<file path="src/rtl/re_control_pkg.sv">
// Shared types and constants for the re_control exposure/readout sequencer.
// Optional feature macro: RE_BUSY_OUT_EN (adds a registered busy output).
package re_control_pkg;

  localparam int EXP_W       = 5;
  localparam int EXP_MIN     = 2;
  localparam int EXP_MAX     = 30;
  localparam int EXP_DEFAULT = 5;

  typedef enum logic [3:0] {
    IDLE   = 4'd0,
    EXPOSE = 4'd1,
    R1A    = 4'd2,
    R1B    = 4'd3,
    R1C    = 4'd4,
    GAP    = 4'd5,
    R2A    = 4'd6,
    R2B    = 4'd7,
    R2C    = 4'd8
  } state_e;

  typedef struct packed {
    logic nre_1;
    logic nre_2;
    logic adc;
    logic expose;
    logic erase;
  } out_t;

  // Moore output decode: one fixed output pattern per sequencer state.
  function automatic out_t decode_outputs(input state_e s);
    out_t o;
    o = '{nre_1: 1'b1, nre_2: 1'b1, adc: 1'b0, expose: 1'b0, erase: 1'b0};
    case (s)
      IDLE:    o.erase  = 1'b1;
      EXPOSE:  o.expose = 1'b1;
      R1A:     o.nre_1  = 1'b0;
      R1B:     begin o.nre_1 = 1'b0; o.adc = 1'b1; end
      R1C:     o.nre_1  = 1'b0;
      GAP:     o.erase  = 1'b0;
      R2A:     o.nre_2  = 1'b0;
      R2B:     begin o.nre_2 = 1'b0; o.adc = 1'b1; end
      R2C:     o.nre_2  = 1'b0;
      default: o.erase  = 1'b1;
    endcase
    return o;
  endfunction

endpackage

</file>
<file path="src/rtl/re_exposure_reg.sv">
// Saturating up/down exposure register plus the exposure down-counter.
// The counter is loaded from the register when a capture starts, so any
// later register adjustment cannot disturb a capture already in progress.
module re_exposure_reg
  import re_control_pkg::*;
(
  input  logic clk_i,
  input  logic reset_i,
  input  logic adj_en_i,
  input  logic inc_i,
  input  logic dec_i,
  input  logic load_i,
  input  logic cnt_en_i,
  output logic done_o
);

  logic [EXP_W-1:0] exp_q;
  logic [EXP_W-1:0] exp_d;
  logic [EXP_W-1:0] cnt_q;
  logic [EXP_W-1:0] cnt_d;

  // Exposure register next value: single-step adjust with saturation; both
  // buttons together cancel out.
  always_comb begin
    exp_d = exp_q;
    if (adj_en_i && inc_i && !dec_i) begin
      if (exp_q < EXP_W'(EXP_MAX)) begin
        exp_d = exp_q + EXP_W'(1);
      end else begin
        exp_d = EXP_W'(EXP_MAX);
      end
    end else if (adj_en_i && dec_i && !inc_i) begin
      if (exp_q > EXP_W'(EXP_MIN)) begin
        exp_d = exp_q - EXP_W'(1);
      end else begin
        exp_d = EXP_W'(EXP_MIN);
      end
    end else begin
      exp_d = exp_q;
    end
  end

  // Down-counter next value: load at capture start, count during EXPOSE.
  always_comb begin
    cnt_d = cnt_q;
    if (load_i) begin
      cnt_d = exp_q;
    end else if (cnt_en_i && (cnt_q != EXP_W'(0))) begin
      cnt_d = cnt_q - EXP_W'(1);
    end else begin
      cnt_d = cnt_q;
    end
  end

  // Register and counter state.
  always_ff @(posedge clk_i) begin
    if (reset_i) begin
      exp_q <= EXP_W'(EXP_DEFAULT);
      cnt_q <= EXP_W'(0);
    end else begin
      exp_q <= exp_d;
      cnt_q <= cnt_d;
    end
  end

  // The counter starts at the exposure value in the first EXPOSE cycle, so
  // the last EXPOSE cycle is the one where it reads 1.
  assign done_o = (cnt_q == EXP_W'(1));

endmodule

</file>
<file path="src/rtl/re_control.sv">
// Exposure/readout sequencer for the two-row pixel array.
// Optional feature macro: RE_BUSY_OUT_EN adds output busy (high outside IDLE).
// Outputs are registered from the decoded next state, so each output flop
// holds exactly the pattern of the current state with no input-to-output path.
module re_control
  import re_control_pkg::*;
(
  input  logic clk,
  input  logic reset,
  input  logic init,
  input  logic increase,
  input  logic decrease,
  output logic NRE_1,
  output logic NRE_2,
  output logic ADC,
  output logic expose,
  output logic erase
`ifdef RE_BUSY_OUT_EN
  ,
  output logic busy
`endif
);

  state_e state_q;
  state_e state_d;
  out_t   out_q;
  logic   exp_done_s;
  logic   in_idle_s;

  assign in_idle_s = (state_q == IDLE);

  re_exposure_reg u_exposure_reg (
    .clk_i    (clk),
    .reset_i  (reset),
    .adj_en_i (in_idle_s && !init),
    .inc_i    (increase),
    .dec_i    (decrease),
    .load_i   (in_idle_s && init),
    .cnt_en_i (state_q == EXPOSE),
    .done_o   (exp_done_s)
  );

  // Next-state logic: wait for init, expose for the programmed time, then
  // walk the fixed readout sequence one cycle per state.
  always_comb begin
    state_d = state_q;
    case (state_q)
      IDLE: begin
        if (init) begin
          state_d = EXPOSE;
        end else begin
          state_d = IDLE;
        end
      end
      EXPOSE: begin
        if (exp_done_s) begin
          state_d = R1A;
        end else begin
          state_d = EXPOSE;
        end
      end
      R1A:     state_d = R1B;
      R1B:     state_d = R1C;
      R1C:     state_d = GAP;
      GAP:     state_d = R2A;
      R2A:     state_d = R2B;
      R2B:     state_d = R2C;
      R2C:     state_d = IDLE;
      default: state_d = IDLE;
    endcase
  end

  // State register and registered output decode.
  always_ff @(posedge clk) begin
    if (reset) begin
      state_q <= IDLE;
      out_q   <= decode_outputs(IDLE);
    end else begin
      state_q <= state_d;
      out_q   <= decode_outputs(state_d);
    end
  end

  assign NRE_1  = out_q.nre_1;
  assign NRE_2  = out_q.nre_2;
  assign ADC    = out_q.adc;
  assign expose = out_q.expose;
  assign erase  = out_q.erase;

`ifdef RE_BUSY_OUT_EN
  logic busy_q;

  // Busy flag tracks every non-IDLE state.
  always_ff @(posedge clk) begin
    if (reset) begin
      busy_q <= 1'b0;
    end else begin
      busy_q <= (state_d != IDLE);
    end
  end

  assign busy = busy_q;
`endif

endmodule

</file>
<file path="config.mk">
export PLATFORM = sky130hd
export DESIGN_NAME = re_control
export DESIGN_NICKNAME = d
export VERILOG_FILES = /design/src/rtl/re_control_pkg.sv /design/src/rtl/re_exposure_reg.sv /design/src/rtl/re_control.sv
export SDC_FILE = /design/constraint.sdc
export NUM_CORES = 1
export LEC_CHECK = 0
export ABC_AREA = 1
export BUFFER_PORTS_ARGS = -buffer_cell sky130_fd_sc_hd__buf_2
export CELL_PAD_IN_SITES_DETAIL_PLACEMENT = 0
export CELL_PAD_IN_SITES_GLOBAL_PLACEMENT = 1
export CORE_UTILIZATION = 41
export CTS_CLUSTER_DIAMETER = 100
export DETAILED_ROUTE_END_ITERATION = 16
export PLACE_DENSITY = 0.88
export SLEW_MARGIN = 30
export SYNTH_ARGS = -nofsm -noshare
export SYNTH_HDL_FRONTEND = slang
export SYNTH_SLANG_ARGS = --single-unit
</file>
<file path="constraint.sdc">
create_clock -name clk -period 1.44 [get_ports clk]
set_input_delay 0.288 -clock clk [delete_from_list [all_inputs] [get_ports clk]]
set_output_delay 0.288 -clock clk [all_outputs]
set_load 0.03 [all_outputs]
</file>
# Word-level counts from Yosys, hierarchy flattened
# Index checks and enable logic that the tools add are counted.
[classes]
addsub = 3
n_lt_le_gt_ge = 2
eq_ne = 16
mux = 14
n_reduce_logical = 18
[op_table]
columns = ["op", "count"]
rows = [
  ["$eq A4 B3 Y1 const B", 8],
  ["$pmux W4 S8", 1],
  ["$mux W5", 6],
  ["$eq A4 B2 Y1 const B", 4],
  ["$sub A5 B1 Y5 const B", 2],
  ["$eq A4 B1 Y1 const B", 2],
  ["$reduce_or A8 Y1", 1],
  ["$logic_and A1 B1 Y1", 7],
  ["$mux W1", 6],
  ["$reduce_or A3 Y1", 2],
  ["$add A5 B1 Y5 const B", 1],
  ["$eq A5 B1 Y1 const B", 1],
  ["$gt A5 B2 Y1 const B", 1],
  ["$lt A5 B5 Y1 const B", 1],
  ["$reduce_bool A5 Y1", 1],
  ["$eq A4 B4 Y1 const B", 1],
  ["$logic_not A4 Y1", 1],
  ["$reduce_bool A2 Y1", 2],
  ["$logic_not A1 Y1", 3],
  ["$mux W2", 1],
  ["$reduce_or A2 Y1", 1],
]
[totals]
regBits = 19

# Logic depth before layout (Yosys ltp)
[logic_depth]
ltp_word = 6
ltp_mapped = 11
ltp_nobuf = 11

# Hierarchy
# Synthesis repeated with hierarchy kept, for this count alone.
[hier_totals]
cells_unflattened = 184
hier_area_um2 = 1238.7
[by_module_without_submodules]
columns = ["module", "n_inst", "cells_each", "area_each_um2"]
rows = [
  ["re_exposure_reg", 1, 127, 812.0],
  ["re_control", 1, 57, 426.7],
]

# Least setup slack after synthesis
# OpenSTA, ideal clock, no wires.
[synth_path]
path_kind = "register -> register"
startpoint = "register u_exposure_reg.exp_q[0]"
endpoint = "register u_exposure_reg.exp_q[1]"
setup_time_ns = 0.109
arrival_ns = 1.119
t_required_ns = 1.331
path_slack_ns = 0.212
path_stages_with_launch = 11
path_buffers = 0
cell_sequence = "dfxtp_1 inv_1 ha_1 inv_1 nand2_1 nand3_1 nand2_1 nand2_1 nand3_1 nand2_1 inv_1"
[synth_via]
elab_chain_len = 4
elab_cells_between_ends = 8
[synth_lines]
columns = ["item", "line", "text"]
rows = [
  ["from (decl)", "re_exposure_reg.sv:17", "logic [EXP_W-1:0] exp_q;"],
  ["from (signal assigned)", "re_exposure_reg.sv:58", "exp_q <= EXP_W'(EXP_DEFAULT);"],
  ["from (signal assigned)", "re_exposure_reg.sv:61", "exp_q <= exp_d;"],
  ["$sub A5 B1 Y5 or $gt A5 B2 Y1 (tied branches)", "re_exposure_reg.sv:34, re_exposure_reg.sv:33", ""],
  ["$mux W5", "re_exposure_reg.sv:33", "if (exp_q > EXP_W'(EXP_MIN)) begin"],
  ["$mux W5", "re_exposure_reg.sv:32", "end else if (adj_en_i && dec_i && !inc_i) begin"],
  ["$mux W5 (*)", "re_exposure_reg.sv:26", "if (adj_en_i && inc_i && !dec_i) begin"],
]
# Every way passes the cells marked *; elsewhere a longest branch is shown, timed or not. The select of a mux whose other input is x is not followed.
# A chain may end at the register's enable or synchronous reset.

# Worst setup path in the final report
[layout_path]
startpoint = "register u_exposure_reg.cnt_q[0]"
endpoint = "register u_exposure_reg.cnt_q[4]"
[layout_via]
elab_chain_len = 3
elab_cells_between_ends = 6
[layout_lines]
columns = ["item", "line", "text"]
rows = [
  ["from (decl)", "re_exposure_reg.sv:19", "logic [EXP_W-1:0] cnt_q;"],
  ["from (signal assigned)", "re_exposure_reg.sv:62", "cnt_q <= cnt_d;"],
  ["$sub A5 B1 Y5 or $reduce_bool A5 Y1 (tied branches)", "re_exposure_reg.sv:49, re_exposure_reg.sv:48", ""],
  ["$mux W5 or $logic_and A1 B1 Y1 (tied branches)", "re_exposure_reg.sv:48", "end else if (cnt_en_i && (cnt_q != EXP_W'(0))) begin"],
  ["$mux W5 or $reduce_bool A2 Y1 (tied branches)", "n/a", ""],
]
# Parallel ways exist; a longest one is shown, timed or not. The select of a mux whose other input is x is not followed.

==> metrics.md <==
| Metric | Value |
|---|---|
| PD cells | 1070 nW/um^2 |
| Die Wd | 58.5 um |
| Slew margin rel. | 78.1% |
| Post-synth EDFFs | 0 |
| 1st-iter DRT viols | 20 |
| Maxcap violations | 0 |
| Sequential fraction of the synthesis area | 29.1% |
| CP arrival | 1.50 ns |
| Clock power frac | 18.0% |
| Min-Delay Path Class | input pin to flop |
| Root buf cell | clkbuf_4 |
| Cell variety after synth | 23 |
| Final hold viol count | 0 |
| Switching share of power | 40.3% |
| First-pass GRT wire length | 4640 um |
| Mapped Cells | 209 |
| CP endpoint kind | flop |
| Share of post-route cells with drive strength above 1 | 17.8% |
| Largest net degree at the start of global routing | 13 |
| Seq pwr share | 41.8% |
| DP Cell Count | 262 |
| Synthesis-to-layout area growth | 13.0% |
| Crit path max fanout | 5 |
| Power Internal | 0.000942 W |
| Skew final | 0.00185 ns |
| DRT Pass-1 Iters | 4 |
| Synth Flop Type | dfxtp_1 |
| Setup TNS | 0 ns |
| Max Freq | 778 MHz |
| Post-DP HPWL | 2050 um |
| CTS tree | done |
| Core area | 3050 sq um |
| Reg-to-Reg Start | u_exposure_reg.cnt_q[0]$_SDFFE_PP0P_ |
| Gr ovfl total | 0 |
| ANT cells | 0 |
| Status | completed |
| Setup CP Type | flop to flop |
| Syn Nets | 220 |
| Async SR Flop Fraction | 0% |
| Vias per cell | 4.55 |
| Max-slew violation count | 0 |
| Fin crit period | 1.29 ns |
| Maximum clock path buffer count | 2 |
| Initial Utilization | 42.9% |
| Vias in the first global route | 1,123 |
| Leak Pwr | 0.761 nW |
| Detail Route Antenna Nets | 0 |
| Final setup viols | 0 |
| RSZ-0062 raised after global routing | no |
| Syn_area_per_cell | 6.26 sq um |
| Crit start category | flop |
| Synthesized flop and latch total | 19 |
| # clock sinks | 19 |
| Placer congestion estimate | 0.831 |
| I/O pin count | 10 |
| Post-Layout Cell Count | 269 |
| Initial antenna violation count | 0 |
| Cts bufs inserted | 3 |
| DRC Markers | 0 |
| Vias | 1,223 |
| Clk_lat worst skew | 0.29 ns |
| Synthesized area | 1310 sq um |
| Routed WL | 2660 um |
| Fill cells | 352 |
| Hold buffers post-CTS | 0 |
| Required time of the critical path | 1.65 ns |
| Nets | 237 |
| CP Launch Point | u_exposure_reg.cnt_q[0]$_SDFFE_PP0P_ |
| Buffers on Ports | 9 |
| Logic pwr share | 40.2% |
| Post-route clock period utilization | 89.3% |
| Max IR drop VDD | 0.000603 V |
| Rows | 20 |
| NetSw | 0.000636 W |
| Chip height | 58.5 um |
| Die footprint | 3420 sq um |
| CTS H-tree lvls | 1 |
| CTS clock-pin slew for the worst setup and hold paths | 0.12 ns |
| Synth warn | 0 |
| Hold path startpoint | reset |
| Wire per inst | 9.87 um |
| Total GRT Usage | 16.8% |
| Worst Tran Pin Value | 0.329 ns |
critical path, stage by stage (launching register included):
cell and delay, ns:
dfxtp_1 0.34, inv_1 0.14, ha_1 0.21, nand2_1 0.08
o21ai_0 0.15, nand2_1 0.07, nand2_1 0.06, nand3_1 0.06
nand2_1 0.06, inv_1 0.04
cell families after synthesis:
group | synth area share [%]
flip-flops | 29.1
AO/OA/AOI/OAI | 7.27
buffers and inverters | 11.1
AND/OR/NAND/NOR | 45.5
adder cells (fa/ha/maj) | 5.74
XOR/XNOR | 1.34
repair_timing:
| action | in CTS | in global routing |
|---|---|---|
| resized for setup | 0 | 7 |
| buffers inserted | 0 | 3 |
| setup endpoints to repair | 0 | 5 |
registers in the layout, summed over array words and instances (netlist names):
name,count
erase,1
u_exposure_reg.cnt_q,5
NRE_2,1
NRE_1,1
ADC,1
expose,1
u_exposure_reg.exp_q,5
state_q,4
metrics by stage:
step / util (%) / hold WS [ns] / power, W / setup slack (ns) / instance area, sq um
after global placement: 46.4 / 0.472 / 0.00128 / 0.114 / 1420
after CTS: 47.4 / 0.328 / 0.00156 / 0.0830 / 1450
after floorplan: - / 0.433 / 0.00115 / 0.212 / 1310
final: 48.4 / 0.325 / 0.00158 / 0.154 / 1480
after global routing: 48.4 / 0.344 / 0.00171 / 0.00605 / 1480
after detailed placement: 46.4 / 0.496 / 0.00128 / 0.100 / 1420
cell usage in the layout, fill, tap and decap left out, types with 2 or more instances in the layout:
cell type,instances
a21oi_1,9
buf_2,9
buf_4,6
clkbuf_4,3
dfxtp_1,14
dfxtp_2,5
ha_1,6
inv_1,30
inv_2,5
nand2_1,69
nand3_1,20
nand3_4,2
nand4_1,4
nor2_1,18
nor2_4,5
nor3_1,3
o21ai_0,4
o21ai_1,3
xnor2_1,2
power groups by stage:
| stage | clock, W | combinational (W) | sequential (W) |
|---|---|---|---|
| 6_report | 0.000284 | 0.000634 | 0.000660 |
| 5_1_grt | 0.000313 | 0.000727 | 0.000669 |
| 4_1_cts | 0.000290 | 0.000613 | 0.000655 |
| 3_5_place_dp | 0 | 0.000611 | 0.000667 |
| 3_3_place_gp | 0 | 0.000615 | 0.000667 |
| 2_1_floorplan | 0 | 0.000472 | 0.000680 |
cell type report:
type                    count  area (sq um)  area share, %
multi-input cells         152           786           53.1
clock buffers               3          22.5           1.52
clock inverters             1          7.51          0.508
well taps                  44          55.1           3.72
inverters                  35           131           8.88
repair buffers             15          90.1           6.09
flip-flops and latches     19           387           26.1
synth_stat cells (2+ instances only):
cell type  number  share of area (%)
a21oi_1         9                3.4
buf_2           2               0.76
dfxtp_1        19                 29
ha_1            6                5.7
inv_1          31                8.9
inv_2           4                1.1
nand2_1        69                 20
nand3_1        20                7.6
nand3_4         2                2.7
nand4_1         4                1.9
nor2_1         19                5.4
nor2_4          5                4.3
nor3_1          3                1.1
o21ai_0         4                1.5
o21ai_1         3                1.1
xnor2_1         2                1.3
path summary, 6_finish.rpt:
path	to	slack [ns]	cells after the start
worst max-delay path	u_exposure_reg.cnt_q[4]$_SDFFE_PP0P_	0.15	9
worst min-delay path	NRE_1$_SDFF_PP1_	0.33	3
worst max register to register	u_exposure_reg.cnt_q[4]$_SDFFE_PP0P_	0.15	9
worst min register to register	u_exposure_reg.cnt_q[1]$_SDFFE_PP0P_	0.51	2
per-layer routing:
layer / part of all wire, % / GRT usage (%) / up-vias
li1: - / - / 682
met1: 54 / 23.6 / 535
met2: 45 / 28.6 / 6
met3: 1.1 / 1.98 / 0
met4: 0 / 2.04 / 0
met5: 0 / 0 / -
Power figures use the tool's default switching activity.
